<file path="config.mk">
export PLATFORM = sky130hd
export DESIGN_NAME = hls_mem_port_sequencer
export DESIGN_NICKNAME = d
export VERILOG_FILES = /design/src/rtl/hls_mem_port_sequencer.sv
export SDC_FILE = /design/constraint.sdc
export NUM_CORES = 1
export LEC_CHECK = 0
export ABC_AREA = 1
export CAP_MARGIN = 20
export CORE_MARGIN = 2
export CORE_UTILIZATION = 48
export DETAILED_ROUTE_END_ITERATION = 12
export GPL_ROUTABILITY_DRIVEN = 0
export PLACE_DENSITY = 0.82
export REMOVE_ABC_BUFFERS = 1
export SLEW_MARGIN = 10
export SYNTH_ARGS = -nofsm -noshare
export SYNTH_HDL_FRONTEND = slang
export SYNTH_SLANG_ARGS = --single-unit
</file>
<file path="constraint.sdc">
create_clock -name mod_clk -period 8.59 [get_ports mod_clk]
set_clock_uncertainty 0.05 [all_clocks]
set_input_delay 2.1475 -clock mod_clk [delete_from_list [all_inputs] [get_ports mod_clk]]
set_output_delay 2.1475 -clock mod_clk [all_outputs]
set_load 0.01 [all_outputs]
</file>
<file path="src/rtl/hls_mem_port_sequencer.sv">
// Serializes the two BRAM-style ports of an HLS core onto one memory request channel,
// freezing the core via kernel_en. Define HLS_MEM_PORT_STATS_EN for access/stall counters.
module hls_mem_port_sequencer #(
    parameter int unsigned ADDR_WID   = 13,
    parameter int unsigned DATA_WID   = 32,
    parameter int unsigned BYTE_SHIFT = 2
) (
    input  logic                mod_clk,
    input  logic                reset,
    input  logic [63:0]         base_addr,
    output logic                kernel_en,
    input  logic                p0_ce,
    input  logic                p0_we,
    input  logic [ADDR_WID-1:0] p0_addr,
    input  logic [DATA_WID-1:0] p0_d,
    output logic [DATA_WID-1:0] p0_q,
    input  logic                p1_ce,
    input  logic                p1_we,
    input  logic [ADDR_WID-1:0] p1_addr,
    input  logic [DATA_WID-1:0] p1_d,
    output logic [DATA_WID-1:0] p1_q,
    output logic                mem_req_valid,
    input  logic                mem_req_ready,
    output logic                mem_req_we,
    output logic [63:0]         mem_req_addr,
    output logic [DATA_WID-1:0] mem_req_wdata,
    input  logic                mem_rsp_valid,
    input  logic [DATA_WID-1:0] mem_rsp_rdata
`ifdef HLS_MEM_PORT_STATS_EN
    ,
    output logic [31:0]         rd_count,
    output logic [31:0]         wr_count,
    output logic [31:0]         stall_count
`endif
);

    localparam int unsigned MEM_AW = 64;

    typedef enum logic [2:0] {
        S_RUN   = 3'd0,
        S_REQ0  = 3'd1,
        S_WAIT0 = 3'd2,
        S_REQ1  = 3'd3,
        S_WAIT1 = 3'd4
    } state_t;

    state_t                r_state;
    state_t                w_state_nxt;
    logic                  r_cap0_we;
    logic                  r_cap1_ce;
    logic                  r_cap1_we;
    logic [ADDR_WID-1:0]   r_cap1_addr;
    logic [DATA_WID-1:0]   r_cap1_d;
    logic                  w_cap_ld;
    logic                  w_ken_nxt;
    logic                  w_vld_nxt;
    logic                  w_we_nxt;
    logic [MEM_AW-1:0]     w_addr_nxt;
    logic [DATA_WID-1:0]   w_wdata_nxt;
    logic [DATA_WID-1:0]   w_p0q_nxt;
    logic [DATA_WID-1:0]   w_p1q_nxt;
    logic [MEM_AW-1:0]     w_p0_baddr;
    logic [MEM_AW-1:0]     w_p1_baddr;
    logic [MEM_AW-1:0]     w_cap1_baddr;

    // Byte addresses wrap modulo 2^64.
    assign w_p0_baddr   = base_addr + (MEM_AW'(p0_addr) << BYTE_SHIFT);
    assign w_p1_baddr   = base_addr + (MEM_AW'(p1_addr) << BYTE_SHIFT);
    assign w_cap1_baddr = base_addr + (MEM_AW'(r_cap1_addr) << BYTE_SHIFT);

    always_ff @(posedge mod_clk or posedge reset) begin
        if (reset) begin
            r_state <= S_RUN;
        end else begin
            r_state <= w_state_nxt;
        end
    end

    always_comb begin
        w_state_nxt = r_state;
        w_cap_ld    = 1'b0;
        w_ken_nxt   = kernel_en;
        w_vld_nxt   = mem_req_valid;
        w_we_nxt    = mem_req_we;
        w_addr_nxt  = mem_req_addr;
        w_wdata_nxt = mem_req_wdata;
        w_p0q_nxt   = p0_q;
        w_p1q_nxt   = p1_q;
        case (r_state)
            S_RUN: begin
                if (p0_ce || p1_ce) begin
                    w_cap_ld  = 1'b1;
                    w_ken_nxt = 1'b0;
                    w_vld_nxt = 1'b1;
                    if (p0_ce) begin
                        w_state_nxt = S_REQ0;
                        w_we_nxt    = p0_we;
                        w_addr_nxt  = w_p0_baddr;
                        w_wdata_nxt = p0_d;
                    end else begin
                        w_state_nxt = S_REQ1;
                        w_we_nxt    = p1_we;
                        w_addr_nxt  = w_p1_baddr;
                        w_wdata_nxt = p1_d;
                    end
                end
            end
            S_REQ0: begin
                if (mem_req_ready) begin
                    w_vld_nxt   = 1'b0;
                    w_state_nxt = S_WAIT0;
                end
            end
            S_WAIT0: begin
                if (mem_rsp_valid) begin
                    if (!r_cap0_we) begin
                        w_p0q_nxt = mem_rsp_rdata;
                    end
                    // Port 1 request goes out only after port 0 is acked.
                    if (r_cap1_ce) begin
                        w_state_nxt = S_REQ1;
                        w_vld_nxt   = 1'b1;
                        w_we_nxt    = r_cap1_we;
                        w_addr_nxt  = w_cap1_baddr;
                        w_wdata_nxt = r_cap1_d;
                    end else begin
                        w_state_nxt = S_RUN;
                        w_ken_nxt   = 1'b1;
                    end
                end
            end
            S_REQ1: begin
                if (mem_req_ready) begin
                    w_vld_nxt   = 1'b0;
                    w_state_nxt = S_WAIT1;
                end
            end
            S_WAIT1: begin
                if (mem_rsp_valid) begin
                    if (!r_cap1_we) begin
                        w_p1q_nxt = mem_rsp_rdata;
                    end
                    w_state_nxt = S_RUN;
                    w_ken_nxt   = 1'b1;
                end
            end
            default: begin
                w_state_nxt = S_RUN;
                w_ken_nxt   = 1'b1;
                w_vld_nxt   = 1'b0;
            end
        endcase
    end

    always_ff @(posedge mod_clk or posedge reset) begin
        if (reset) begin
            kernel_en     <= 1'b1;
            mem_req_valid <= 1'b0;
            mem_req_we    <= 1'b0;
            mem_req_addr  <= '0;
            mem_req_wdata <= '0;
            p0_q          <= '0;
            p1_q          <= '0;
            r_cap0_we     <= 1'b0;
            r_cap1_ce     <= 1'b0;
            r_cap1_we     <= 1'b0;
            r_cap1_addr   <= '0;
            r_cap1_d      <= '0;
        end else begin
            kernel_en     <= w_ken_nxt;
            mem_req_valid <= w_vld_nxt;
            mem_req_we    <= w_we_nxt;
            mem_req_addr  <= w_addr_nxt;
            mem_req_wdata <= w_wdata_nxt;
            p0_q          <= w_p0q_nxt;
            p1_q          <= w_p1q_nxt;
            if (w_cap_ld) begin
                r_cap0_we   <= p0_we;
                r_cap1_ce   <= p1_ce;
                r_cap1_we   <= p1_we;
                r_cap1_addr <= p1_addr;
                r_cap1_d    <= p1_d;
            end
        end
    end

`ifdef HLS_MEM_PORT_STATS_EN
    logic w_accept;
    assign w_accept = mem_req_valid & mem_req_ready;

    // Saturating counters.
    always_ff @(posedge mod_clk or posedge reset) begin
        if (reset) begin
            rd_count    <= '0;
            wr_count    <= '0;
            stall_count <= '0;
        end else begin
            if (w_accept && !mem_req_we && (rd_count != '1)) begin
                rd_count <= rd_count + 32'd1;
            end
            if (w_accept && mem_req_we && (wr_count != '1)) begin
                wr_count <= wr_count + 32'd1;
            end
            if (!kernel_en && (stall_count != '1)) begin
                stall_count <= stall_count + 32'd1;
            end
        end
    end
`endif

endmodule
</file>
## After elaboration in Yosys (flattened, before gate mapping)

Index checks and enable logic that the tools add are counted.

- Register bits: 214
- Input bits: 194

- $add $sub $neg: 3
- Equal/unequal tests: 12
- Mux-type cells: 35
- Bitwise logic cells: 4
- Reduce and logical (&&, ||, !) cells: 10

Operator list:

| kind | count |
|---|---|
| $mux 64 | 4 |
| $add 64x15->64 | 3 |
| $mux 32 | 4 |
| $pmux 64 s2 | 1 |
| $pmux 32 s2 | 1 |
| $mux 3 | 5 |
| $pmux 3 s5 | 1 |
| $reduce_and 5->1 | 3 |
| $mux 1 | 14 |
| $ne 2x2->1 const B | 7 |
| $pmux 1 s4 | 2 |
| $eq 3x2->1 const B | 2 |
| $reduce_and 3->1 | 2 |
| $mux 2 | 2 |
| $not 1->1 | 4 |
| $reduce_and 4->1 | 1 |
| $eq 3x1->1 const B | 1 |
| $eq 3x3->1 const B | 1 |
| $logic_not 3->1 | 1 |
| $ne 2x1->1 const B | 1 |
| $pmux 1 s2 | 1 |
| $reduce_bool 2->1 | 1 |
| $reduce_or 2->1 | 1 |
| $logic_or 1x1->1 | 1 |

## Logic depth before layout (Yosys ltp)

- Word-level depth: 4
- Gate-level depth with buffers: 20
- Gate-level depth less buffers: 19

## Worst setup path after synthesis

OpenSTA, ideal clock, no wires.

- Path type: input to register
- Start: input port p0_ce
- End: register mem_req_addr[50]
- Arrival: 4574 ps
- Data required time: 8423 ps
- Setup slack: 3850 ps
- Cell stages on the path: 20
- Path through: buf_2 -> clkbuf_1 -> clkbuf_1 -> nand2_1 -> a31oi_1 -> ha_1 -> inv_1 -> fa_1 -> inv_1 -> nand3_1 -> nand2_1 -> nand2_1 -> nand2_1 -> nand2_1 -> nand2_1 -> nand2_1 -> nand2_1 -> nand2_1 -> nand2_1 -> nand2_1

- Cells in the longest elaborated chain, start to end: 3
- Elaborated cells on any way between the ends: 6
- Those cells by class: eq/ne (1); mux (3); reduce/logical (2)

Ends and longest elaborated chain:

| element | RTL line | source |
|---|---|---|
| start: declaration | 12 | `input logic p0_ce,` |
| $mux 64 / $logic_or 1x1->1 (equally long branches) | 95, 91 |  |
| $mux 64 / $ne 2x2->1 (equally long branches) | -- |  |
| $pmux 64 s2 / $reduce_and 4->1 (equally long branches) | -- |  |
| end signal: assignment | 173 | `mem_req_addr <= w_addr_nxt;` |
| end: declaration | 25 | `output logic [63:0] mem_req_addr,` |

Parallel ways exist; a longest one is shown, timed or not. The select of a mux whose other input is x is not followed.
A chain may end at the register's enable or synchronous reset.

## Final worst setup path

- Start: input port p0_ce
- End: register mem_req_addr[33]

Same word-level chain as after synthesis.

==> results.py <==
metrics = {
    "timing": {
        "highest_clock_rate_ghz": 0.184,
        "final-setup-viol-count": 0,
        "count_of_final_hold_check_violations": 0,
        "relSlewSlack_pct": 29.4,
        "finalCritPeriodShare_pct": 63.4,
        "maxSlewViolCount": 0,
        "final.min_clock_period_ns": 5.44,
        "tns_ns": 0,
        "rsz0062_at_grt": "false",
        "timing_worst_slew_pin_value_ns": 1.06,
    },
    "detailed_routing": {
        "via_count": 12100,
        "final_antenna_net_count": 0,
        "wl_um": 38400,
        "drt_first_pass_iters": 5,
        "detailedRoute.firstIterationViolations": 1088,
        "wl_per_cell_um": 16.9,
        "drc": 0,
        "post_drt_via_cell_ratio": 5.32,
    },
    "pwr": {
        "clockPowerShare_pct": 19.2,
        "p_comb_share_pct": 48.8,
        "power.sequential.fraction_pct": 31.9,
        "p_int_uw": 3340,
        "irDropWorstVdd_mv": 0.219,
        "p_per_area_mw_per_mm2": 343,
        "switching_power_share_of_the_total_pct": 40.0,
        "switchingPower_uw": 2230,
        "static-leakage-power_uw": 0.00791,
    },
    "worst_setup_path": {
        "worstSetupStartpointType": "input port",
        "endpoint_kind": "flip-flop",
        "critPathRequiredTime_ns": 8.98,
        "critical_path_peak_fanout": 84,
        "path_class": "input port to flip-flop",
        "arrival_time_of_the_worst_setup_path_ns": 5.84,
    },
    "synthesis": {
        "yosysMostFrequentCell": "sky130_fd_sc_hd__nand2_1",
        "ys_types": 38,
        "synth-edff-count": 0,
        "synthDominantCellAreaShare_pct": 45.9,
        "post_synth_inst_count": 1608,
        "synth_ff_type": "sky130_fd_sc_hd__dfrtp_1",
        "synth_common_cells": "583 x sky130_fd_sc_hd__nand2_1, 213 x sky130_fd_sc_hd__dfrtp_1, 190 x sky130_fd_sc_hd__inv_1, 151 x sky130_fd_sc_hd__nor2_1, 108 x sky130_fd_sc_hd__o21ai_0",
        "netlist.top_cell.by_area": "sky130_fd_sc_hd__dfrtp_1",
        "yosys_warnings": 0,
        "syn_area_mm2": 0.0116,
        "syn_area_per_cell_um2": 7.22,
        "top_cells_by_area_in_the_synthesized_netlist": "sky130_fd_sc_hd__dfrtp_1 46%, sky130_fd_sc_hd__nand2_1 19%, sky130_fd_sc_hd__inv_1 6.1%, sky130_fd_sc_hd__nor2_1 4.9%, sky130_fd_sc_hd__o21ai_0 4.7%",
        "ys_ff_latch": 214,
        "synthArstFlopShare_pct": 100,
        "yosysSeqAreaShare_pct": 46.1,
    },
    "die": {
        "die_w_um": 160,
        "chipHeight_um": 160,
        "rows": 56,
        "overall_die_area_mm2": 0.0255,
        "core-area_mm2": 0.0236,
        "initial_core_utilization_pct": 49.2,
        "io_pins": 357,
    },
    "cells_and_area": {
        "non_filler_instance_count_after_layout": 2278,
        "area_growth_pct": 39.8,
        "nets": 2145,
        "design_area_mm2": 0.0162,
        "proportion_of_layout_cells_with_a_drive_suffix_above_1_pct": 3.27,
    },
    "grt": {
        "antenna_found_initial": 4,
        "overflow": 0,
        "maximum_number_of_pins_on_one_net_before_global_route_repair": 157,
        "grt_pass1_vias": 11900,
        "first_pass_grt_wire_length_um": 61700,
        "grt_usage_pct": 29.7,
    },
    "clocking": {
        "numClockSinks": 214,
        "cts_tree": "done",
        "clock_tree.buffer_depth": 3,
        "htree_num_levels": 1,
        "cts_root_buffer": "sky130_fd_sc_hd__clkbuf_16",
        "postCtsHoldBufs": 0,
        "clock_latency_ns": 0.54,
        "post_cts.resized_instances": 0,
        "post_cts.repair.setup_buffers": 0,
        "clk_pin_slew_ns": 0.06,
        "cts-buffers-inserted": 24,
    },
    "placement": {
        "place_area_mm2": 0.0154,
        "placed_cells_incl_taps": 2229,
        "port_buffers": 356,
        "place.detailed.hpwl_um": 28200,
    },
    "status": {
        "run_status": "complete, no violations",
    },
    "run": {
        "cap_viol_max_count": 0,
    },
    "min_path": {
        "holdCritPathClass": "flip-flop to flip-flop",
    },
}
through the flow:
| stage | setup slack (ns) | hold WS [ns] | total power (µW) | utilization (%) |
|---|---|---|---|---|
| finish | 3.15 | 0.425 | 5560 | 68.8 |
| global route | 2.86 | 0.456 | 5960 | 68.8 |
| CTS | 3.28 | 0.431 | 5580 | 68.6 |
| detailed placement | 2.78 | 0.415 | 4480 | 65.1 |
| global placement | 2.88 | 0.405 | 4380 | 65.0 |
| floorplan | 0.543 | 0.400 | 3160 | - |
power by group through the flow:
stage                     Sequential (µW)  Combinational, µW  Clock, µW
after floorplan                      1910               1260          0
after global placement               1760               2620          0
after detailed placement             1780               2700          0
after CTS                            1770               2720       1080
after global routing                 1830               3000       1120
final                                1780               2720       1070
layer usage:
metal  part of all wire [%]  up-vias  track usage (%)  wire length (µm)
li1                       -     5775                -                 -
met1                     41     5650             38.3             15700
met2                     47      576             49.6             18100
met3                    7.5      126             4.19              2890
met4                    4.7        0             13.5              1820
met5                      0        -                0                 0
kinds of logic after synthesis:
kind of cell	share of synthesized area [%]
buffers and inverters	8.71
AND/OR/NAND/NOR	31.3
XOR/XNOR	1.21
adder cells (fa/ha/maj)	1.57
AO/OA/AOI/OAI	11.0
flip-flops	46.1
critical path: stages:
cell,delay [ns]
sky130_fd_sc_hd__buf_2,0.07
sky130_fd_sc_hd__buf_4,0.62
sky130_fd_sc_hd__clkinv_1,0.71
sky130_fd_sc_hd__nand3_1,0.27
sky130_fd_sc_hd__nand2_1,0.09
sky130_fd_sc_hd__inv_2,0.09
sky130_fd_sc_hd__nand2_4,0.37
sky130_fd_sc_hd__buf_4,0.57
sky130_fd_sc_hd__inv_4,0.50
sky130_fd_sc_hd__nand3_1,0.17
sky130_fd_sc_hd__nand2_1,0.09
state kept, by name (all words and copies together) (netlist names):
name,cells
r_cap1_d,32
mem_req_wdata,32
r_cap1_we,1
p0_q,32
r_cap1_addr,13
r_cap1_ce,1
mem_req_valid,1
mem_req_addr,64
kernel_en,1
mem_req_we,1
r_cap0_we,1
p1_q,32
r_state,3
area by class of cell:
type,count,area [µm²]
diodes,4,10.0
clock buffers,37,729
clock inverters,7,103
fillers,1929,7370
inverters,194,738
multi-input cells,1140,5260
flip-flops and latches,214,5360
well taps,319,399
repair buffers,363,3640
final timing paths:
kind                                       startpoint                      endpoint  slack (ns)  depth (start not counted)
min in group asynchronous                       reset          p1_q[30]$_DFFE_PP0P_        2.04                          2
min reg2reg                r_cap1_addr[9]$_DFFE_PP0P_    r_cap1_addr[9]$_DFFE_PP0P_        0.43                          2
max reg2reg                    r_state[0]$_DFFE_PP0P_  mem_req_addr[33]$_DFFE_PP0P_        4.85                         11
min                        r_cap1_addr[9]$_DFFE_PP0P_    r_cap1_addr[9]$_DFFE_PP0P_        0.43                          2
max in group asynchronous                       reset           p1_q[0]$_DFFE_PP0P_        4.83                          4
max                                             p0_ce  mem_req_addr[33]$_DFFE_PP0P_        3.15                         11
placed cells by master (no fill, tap or decap), types with 2 or more instances in the layout:
master,count
sky130_fd_sc_hd__bufinv_16,2
sky130_fd_sc_hd__a211oi_1,32
sky130_fd_sc_hd__nor2_2,2
sky130_fd_sc_hd__nand2_1,582
sky130_fd_sc_hd__nand3b_1,14
sky130_fd_sc_hd__a21oi_1,6
sky130_fd_sc_hd__dfrtp_1,213
sky130_fd_sc_hd__diode_2,4
sky130_fd_sc_hd__xnor2_1,11
sky130_fd_sc_hd__clkdlybuf4s50_1,355
sky130_fd_sc_hd__nor3_2,2
sky130_fd_sc_hd__clkbuf_8,8
sky130_fd_sc_hd__o211ai_1,3
sky130_fd_sc_hd__nor2_1,151
sky130_fd_sc_hd__o31ai_1,34
sky130_fd_sc_hd__clkbuf_16,24
sky130_fd_sc_hd__nand2_2,2
sky130_fd_sc_hd__xor2_1,5
sky130_fd_sc_hd__a31oi_1,13
sky130_fd_sc_hd__nand3_1,96
sky130_fd_sc_hd__o21ai_1,16
sky130_fd_sc_hd__nor3_1,19
sky130_fd_sc_hd__buf_4,5
sky130_fd_sc_hd__clkbuf_1,5
sky130_fd_sc_hd__inv_2,2
sky130_fd_sc_hd__o21ai_0,108
sky130_fd_sc_hd__inv_1,189
sky130_fd_sc_hd__or2_2,2
sky130_fd_sc_hd__ha_1,13
sky130_fd_sc_hd__clkinv_2,2
sky130_fd_sc_hd__nand4_1,20
Power figures use the tool's default switching activity.
